## src/rtl/intersection_pkg.sv

```systemverilog
// Shared phase/state types and the phase-to-lamp decode for the intersection controller.
package intersection_pkg;

    typedef enum logic [1:0] {
        PH_STRAIGHT = 2'd0,
        PH_TURN     = 2'd1,
        PH_PED      = 2'd2
    } phase_t;

    typedef enum logic {
        ST_CLEAR = 1'b0,
        ST_GREEN = 1'b1
    } state_t;

    // Lamp vector ordering: {pedestrian, up, down, turn}
    function automatic logic [3:0] phase_greens(input phase_t ph);
        case (ph)
            PH_STRAIGHT: return 4'b0110;
            PH_TURN:     return 4'b0101;
            PH_PED:      return 4'b1000;
            default:     return 4'b0000;
        endcase
    endfunction

endpackage

```

## src/rtl/phase_rr_pick.sv

```systemverilog
// Round-robin selection of the next pending phase after the current one.
module phase_rr_pick
    import intersection_pkg::*;
(
    input  phase_t     cur_phase,
    input  logic [2:0] pending,
    output phase_t     next_phase,
    output logic       other_valid
);

    phase_t p1, p2;
    logic   hit1, hit2;

    always_comb begin
        case (cur_phase)
            PH_STRAIGHT: begin p1 = PH_TURN;     p2 = PH_PED;      end
            PH_TURN:     begin p1 = PH_PED;      p2 = PH_STRAIGHT; end
            default:     begin p1 = PH_STRAIGHT; p2 = PH_TURN;     end
        endcase
        hit1        = |(pending & (3'b001 << p1));
        hit2        = |(pending & (3'b001 << p2));
        other_valid = hit1 | hit2;
        next_phase  = hit1 ? p1 : (hit2 ? p2 : cur_phase);
    end

endmodule

```

## src/rtl/phase_scheduler.sv

```systemverilog
// Intersection phase controller: one green phase at a time, min/max green and all-red clearance.
module phase_scheduler
    import intersection_pkg::*;
#(
    parameter int MIN_GREEN    = 4,
    parameter int MAX_GREEN    = 16,
    parameter int CLEAR_CYCLES = 2,
    parameter int CNT_W        = $clog2(MAX_GREEN + 1)
) (
    input  logic       clock,
    input  logic       reset,
    input  logic       up_car,
    input  logic       down_car,
    input  logic       turn_car,
    input  logic       ped_button,
    output logic       up_green,
    output logic       down_green,
    output logic       turn_green,
    output logic       pedestrian_green,
    output logic [1:0] active_phase,
    output logic       clearing
);

    state_t           state;
    phase_t           cur_phase;
    logic [CNT_W-1:0] cnt;
    logic [2:0]       pending;

    phase_t     next_phase;
    logic       other_valid;
    logic [2:0] presence, cur_onehot, green_mask, pending_nxt;
    logic       in_green, own_present, enter_green, exit_green;

    phase_rr_pick u_pick (
        .cur_phase   (cur_phase),
        .pending     (pending),
        .next_phase  (next_phase),
        .other_valid (other_valid)
    );

    always_comb begin
        presence    = {ped_button, turn_car, up_car | down_car};
        in_green    = (state == ST_GREEN);
        cur_onehot  = 3'b001 << cur_phase;
        green_mask  = in_green ? cur_onehot : 3'b000;
        own_present = |(presence & cur_onehot);
        enter_green = (state == ST_CLEAR) && (cnt == CNT_W'(CLEAR_CYCLES - 1));
        exit_green  = in_green && (cnt >= CNT_W'(MIN_GREEN - 1)) && other_valid &&
                      (!own_present || (cnt == CNT_W'(MAX_GREEN - 1)));
        // Entering a phase consumes its request even if it is still asserted this cycle
        pending_nxt = (pending | (presence & ~green_mask)) &
                      ~(enter_green ? cur_onehot : 3'b000);
    end

    always_ff @(posedge clock or negedge reset) begin
        if (!reset) begin
            state     <= ST_CLEAR;
            cur_phase <= PH_STRAIGHT;
            cnt       <= '0;
            pending   <= '0;
        end else if (cur_phase > PH_PED) begin
            state     <= ST_CLEAR;
            cur_phase <= PH_STRAIGHT;
            cnt       <= '0;
            pending   <= '0;
        end else begin
            pending <= pending_nxt;
            case (state)
                ST_CLEAR: begin
                    if (enter_green) begin
                        state <= ST_GREEN;
                        cnt   <= '0;
                    end else begin
                        cnt <= cnt + CNT_W'(1);
                    end
                end
                ST_GREEN: begin
                    if (exit_green) begin
                        state     <= ST_CLEAR;
                        cnt       <= '0;
                        cur_phase <= next_phase;
                    end else if (cnt != CNT_W'(MAX_GREEN - 1)) begin
                        cnt <= cnt + CNT_W'(1);
                    end
                end
                default: begin
                    state     <= ST_CLEAR;
                    cur_phase <= PH_STRAIGHT;
                    cnt       <= '0;
                    pending   <= '0;
                end
            endcase
        end
    end

    assign {pedestrian_green, up_green, down_green, turn_green} =
        in_green ? phase_greens(cur_phase) : 4'b0000;
    assign active_phase = cur_phase;
    assign clearing     = ~in_green;

endmodule
```

## config.mk

```make
export PLATFORM = sky130hd
export DESIGN_NAME = phase_scheduler
export DESIGN_NICKNAME = d
export VERILOG_FILES = /design/src/rtl/intersection_pkg.sv /design/src/rtl/phase_rr_pick.sv /design/src/rtl/phase_scheduler.sv
export SDC_FILE = /design/constraint.sdc
export NUM_CORES = 1
export LEC_CHECK = 0
export ABC_AREA = 1
export CAP_MARGIN = 20
export CORE_MARGIN = 1.5
export CORE_UTILIZATION = 55
export DETAILED_ROUTE_END_ITERATION = 10
export GPL_TIMING_DRIVEN = 0
export PLACE_DENSITY = 0.81
export RECOVER_POWER = 50
export SLEW_MARGIN = 40
export SYNTH_ARGS = -nofsm -noshare
export SYNTH_HDL_FRONTEND = slang
export SYNTH_SLANG_ARGS = --single-unit
export TNS_END_PERCENT = 5
```

## constraint.sdc

```tcl
create_clock -name clock -period 4.4 [get_ports clock]
set_input_delay 0.66 -clock clock [delete_from_list [all_inputs] [get_ports clock]]
set_output_delay 0.66 -clock clock [all_outputs]
set_load 0.1 [all_outputs]
```

After elaboration in Yosys (flattened, before gate mapping)
Cells that the tools add are included.
{"block": "totals", "regBits": 11, "inputBits": 6, "out_inout_bits": 7, "word_cells": 62}
{"block": "classes", "addsub": 1, "n_lt_le_gt_ge": 2, "n_eq_ne": 6, "shift": 3, "mux": 21, "bitwise_logic": 11, "n_reduce_logical": 14}
{"op": "2-to-1 mux 5 bit", "n": 4}
{"op": "bitwise AND 3 bit", "n": 5}
{"op": "case mux 4 bit (3 select lines)", "n": 1}
{"op": "2-to-1 mux 2 bit", "n": 5}
{"op": "case mux 5 bit (2 select lines)", "n": 1}
{"op": "2-to-1 mux 3 bit", "n": 3}
{"op": "OR reduction 3 bit", "n": 3}
{"op": "<< shifter 1 x 2 -> 3 bit, first input constant", "n": 3}
{"op": "case mux 2 bit (2 select lines)", "n": 2}
{"op": "inverter 3 bit", "n": 2}
{"op": "adder 5 x 1 -> 5 bit, second input constant", "n": 1}
{"op": "equality test 5 x 1 -> 1 bit, second input constant", "n": 1}
{"op": "equality test 5 x 4 -> 1 bit, second input constant", "n": 1}
{"op": "greater-or-equal comparator 5 x 2 -> 1 bit, second input constant", "n": 1}
{"op": "!= test 5 x 4 -> 1 bit, second input constant", "n": 1}
{"op": "logical AND 1 bit", "n": 4}
{"op": "2-to-1 mux 4 bit", "n": 1}
{"op": "!= test 4 x 1 -> 1 bit, second input constant", "n": 1}
{"op": "nonzero test 2 bit", "n": 2}
{"op": "2-to-1 mux 1 bit", "n": 3}
{"op": "OR 3 bit", "n": 1}
{"op": "AND reduction 3 bit", "n": 1}
{"op": "nonzero test 3 bit", "n": 1}
{"op": "equality test 2 x 1 -> 1 bit, second input constant", "n": 1}
{"op": "other kinds (8)", "n": 9}

Longest topological paths before layout
{"block": "depth", "word_depth": 11, "depth_mapped": 11, "depth_no_buf": 11}

Modules after synthesis
From an unflattened synthesis, not the netlist that was laid out.
{"block": "hier_totals", "hier_cells": 117, "area_unflattened_um2": 829.5}
{"mod": "phase_scheduler", "instances": 1, "cells_per_inst": 97, "area_each_um2": 726.9, "seq_area_each_um2": 275.3}
{"mod": "phase_rr_pick", "instances": 1, "cells_per_inst": 20, "area_each_um2": 102.6, "seq_area_each_um2": 0.0}

Worst setup path before layout
Ideal clock, no wire load.
{"block": "synth_path", "path_kind": "register to output", "startpoint": "register cur_phase[1] (netlist: active_phase[1])", "endpoint": "output port pedestrian_green", "arrival_ps": 2601, "t_required_ps": 3740, "slack_ps": 1139, "stages_incl_launch_ff": 6, "n_path_buf": 1, "path_cell_list": "dfrtp_1 > buf_6 > inv_6 > nor2_1 > inv_1 > nor2_1"}
{"block": "synth_between", "elab_chain_cells": 3, "word_cells_on_any_way": 5, "cone_classes": "eq/ne: 2; mux: 2; reduce/logical: 1"}
{"item": "from (decl)", "line": "phase_scheduler.sv:25", "text": "phase_t cur_phase;"}
{"item": "from (signal assigned)", "line": "phase_scheduler.sv:81", "text": "cur_phase <= next_phase;"}
{"item": "equality test 2 bit (tied with other cells)", "line": "intersection_pkg.sv:17", "text": "case (ph)"}
{"item": "case mux 4 bit (3 select lines) (*)", "line": "intersection_pkg.sv:17"}
{"item": "2-to-1 mux 4 bit (*)", "line": "phase_scheduler.sv:97", "text": "in_green ? phase_greens(cur_phase) : 4'b0000;"}
{"item": "to (decl)", "line": "phase_scheduler.sv:19", "text": "output logic pedestrian_green,"}
Every way passes the cells marked *; elsewhere a longest branch is shown, timed or not.

Final worst setup path
{"block": "layout_path", "startpoint": "register cur_phase[0] (netlist: active_phase[0])", "endpoint": "output port down_green"}
{"block": "layout_between", "elab_chain_cells": 3, "word_cells_on_any_way": 5, "cone_classes": "eq/ne: 2; mux: 2; reduce/logical: 1"}
{"item": "equality test 2 bit (tied with other cells)", "line": "intersection_pkg.sv:17"}
{"item": "case mux 4 bit (3 select lines) (*)", "line": "intersection_pkg.sv:17"}
{"item": "2-to-1 mux 4 bit (*)", "line": "phase_scheduler.sv:97"}
{"item": "to (decl)", "line": "phase_scheduler.sv:17", "text": "output logic down_green,"}
Marks and branches as above.

==> run metrics <==
outcome finished, final reports clean; Crit Path Class reg2out; DR DRC count 0; clock tree sinks 11; Max H-tree Level 1; Max Buffers Root-to-Sink 2; Layout area overhead 15.5%; hold_sp pending[1]; area share of the largest cell type after synthesis 33.4%; Synth Area in XOR/XNOR 1.06%; Worst-path clk slew 0.07 ns; commonest non-fill, non-tap cell in the layout nand2_1; Synth Area in Compound Gates 8.65%; largest family of logic cells by synthesized area simple AND/OR/NAND/NOR gates; type of the worst min-delay path reg2reg; RSZ-0062 raised after global routing false; total CTS buffers 3; fillers 125; Die Width 41.7 um; Synth Register Bits 11; most frequent cells in the layout nand2_1 (28), inv_1 (23), nor2_1 (16), dfrtp_1 (11); mux cell area share after synthesis 0%; Yosys top cell by area dfrtp_1; R2R Path End active_phase[1]; mean post-synth cell area 6.93 um^2; sequential area share after synthesis 33.4%; DR vias/cell 5.22; DR iter-0 viols 12; drt total wl 1660 um; Die Y 41.7 um; worst r2r src cnt[0]; worst-margin pin slew 0.489 ns; Fin. Hold Viols 0; CTS resizes 0; Syn Inst Count 119; postcts setup bufs 0; port bufs 12; HPWL after DPL 1320 um; simple logic cell fraction of the synthesized area 36.3%; FF/Latch Area 275 um^2; GRT overflow 0; Final setup viols 0; 1st-pass router iterations 4; pin count of the biggest net entering global routing 12; Worst EP required 3.74 ns; hold endpoint pending[1]; max cap viols 0; initial antenna violation count 0; Clock Latency Late Sink 0.27 ns; Post-synth EDFFs 0; Cell Area, Synth 825 um^2; Clock Skews 0.000472 ns; fmax 0.441 GHz; Slew HR 67.3%; Initial Util 61.1%; ANT cells 0; via count 783; setup tns final 0 ns; Mapped Nets 128; CTS tree done; ys flop type dfrtp_1; ratio of final minimum period to clock period 51.5%; hold path cells 2; Period minus WS final 2.27 ns; share of cells above drive strength 1 16.3%; ANT nets after route 0; # rows 13; worst reg2reg setup slack 2.76 ns; critical path launch point type flip-flop; Core Area 1350 um^2; first-pass GRT wire length 2810 um; CTS root buf clkbuf_4; Worst Reg2Reg Path Length in Cells 11; largest cells by area after synthesis dfrtp_1 (33%), nand2_1 (13%), inv_1 (10%), nor2_1 (6.8%), ha_1 (4.6%); die area 1740 um^2; synth unique cells 21; Synth Warn # 0; Final #Nets 145; GRT Util Overall 21.0%; Post-CTS Hold Fix Bufs 0; routed len/inst 11.0 um; vias in the first global route 689; GPL Wtd Cong 0.789; Final Max Slew Viols 0; crit end category output pin; Critical Path Fanout Max 10; Worst EP arrival 1.61 ns; IO Pins 13; area of the multi-input gates 414 um^2; Synth Area in Adders 4.55%; FFs w/ async S/R, synth 100%
## registers in the layout (all words and copies together) (netlist names)
register and cells:
pending 3, cnt 5, active_phase 2, in_green 1
## per-stage QoR
| stage | util [%] | instance area (um^2) | instances | hold WS [ns] | setup WS [ns] |
|---|---|---|---|---|---|
| floorplan | - | 825 | 119 | 0.364 | 1.14 |
| CTS | 70.7 | 955 | 150 | 0.560 | 2.16 |
| global placement | 71.4 | 963 | 146 | 0.518 | 1.79 |
| detailed placement | 68.8 | 928 | 146 | 0.543 | 2.43 |
| global route | 70.5 | 952 | 150 | 0.580 | 2.01 |
| finish | 70.5 | 952 | 150 | 0.559 | 2.13 |
## kinds of logic after synthesis
family | after synthesis
AND/OR/NAND/NOR | 63
buffers and inverters | 28
flip-flops | 11
adder cells (fa/ha/maj) | 3
AO/OA/AOI/OAI | 13
XOR/XNOR | 1
## critical path, stage by stage, from the launching register on
cell and delay, ns:
dfrtp_1 0.38, buf_6 0.14, nor2_1 0.14, inv_1 0.11, nor2_1 0.13, buf_2 0.44
## Yosys cell counts, types with 2 or more instances
| library cell | number |
|---|---|
| nand2_2 | 2 |
| buf_6 | 3 |
| nand3_2 | 3 |
| o21ai_1 | 2 |
| a21oi_1 | 7 |
| nand2_1 | 28 |
| nand4_1 | 5 |
| nand3_1 | 7 |
| dfrtp_1 | 11 |
| ha_1 | 3 |
| o21ai_0 | 2 |
| nor2_1 | 15 |
| inv_1 | 23 |
## routing by layer
metal	global-route usage, %	routed length [um]	vias up
li1	-	-	400
met1	24.6	723	361
met2	36.9	849	17
met3	1.74	42	5
met4	12.3	41	0
met5	0	0	-
## worst max-delay path by stage
stage / startpoint / endpoint / slack, ns / depth (start not counted)
final: active_phase[0] / down_green / 2.13 / 5
after global routing: active_phase[0] / down_green / 2.01 / 5
after CTS: active_phase[0] / down_green / 2.16 / 5
after detailed placement: up_car / active_phase[1] / 2.43 / 11
after global placement: active_phase[0] / down_green / 1.79 / 5
after floorplan: active_phase[1] / pedestrian_green / 1.14 / 5
## cell type report
class	count	share of cell area, %
multi-input combinational	80	43.5
tap	15	1.97
sequential	11	28.9
clock buffer	4	2.76
inverter	25	10.4
buffer	3	3.55
timing repair buffer	12	8.94
Power is left out: the tool's default activity adds up to more than one toggle a clock period on the data nets, which glitch-free logic cannot reach.
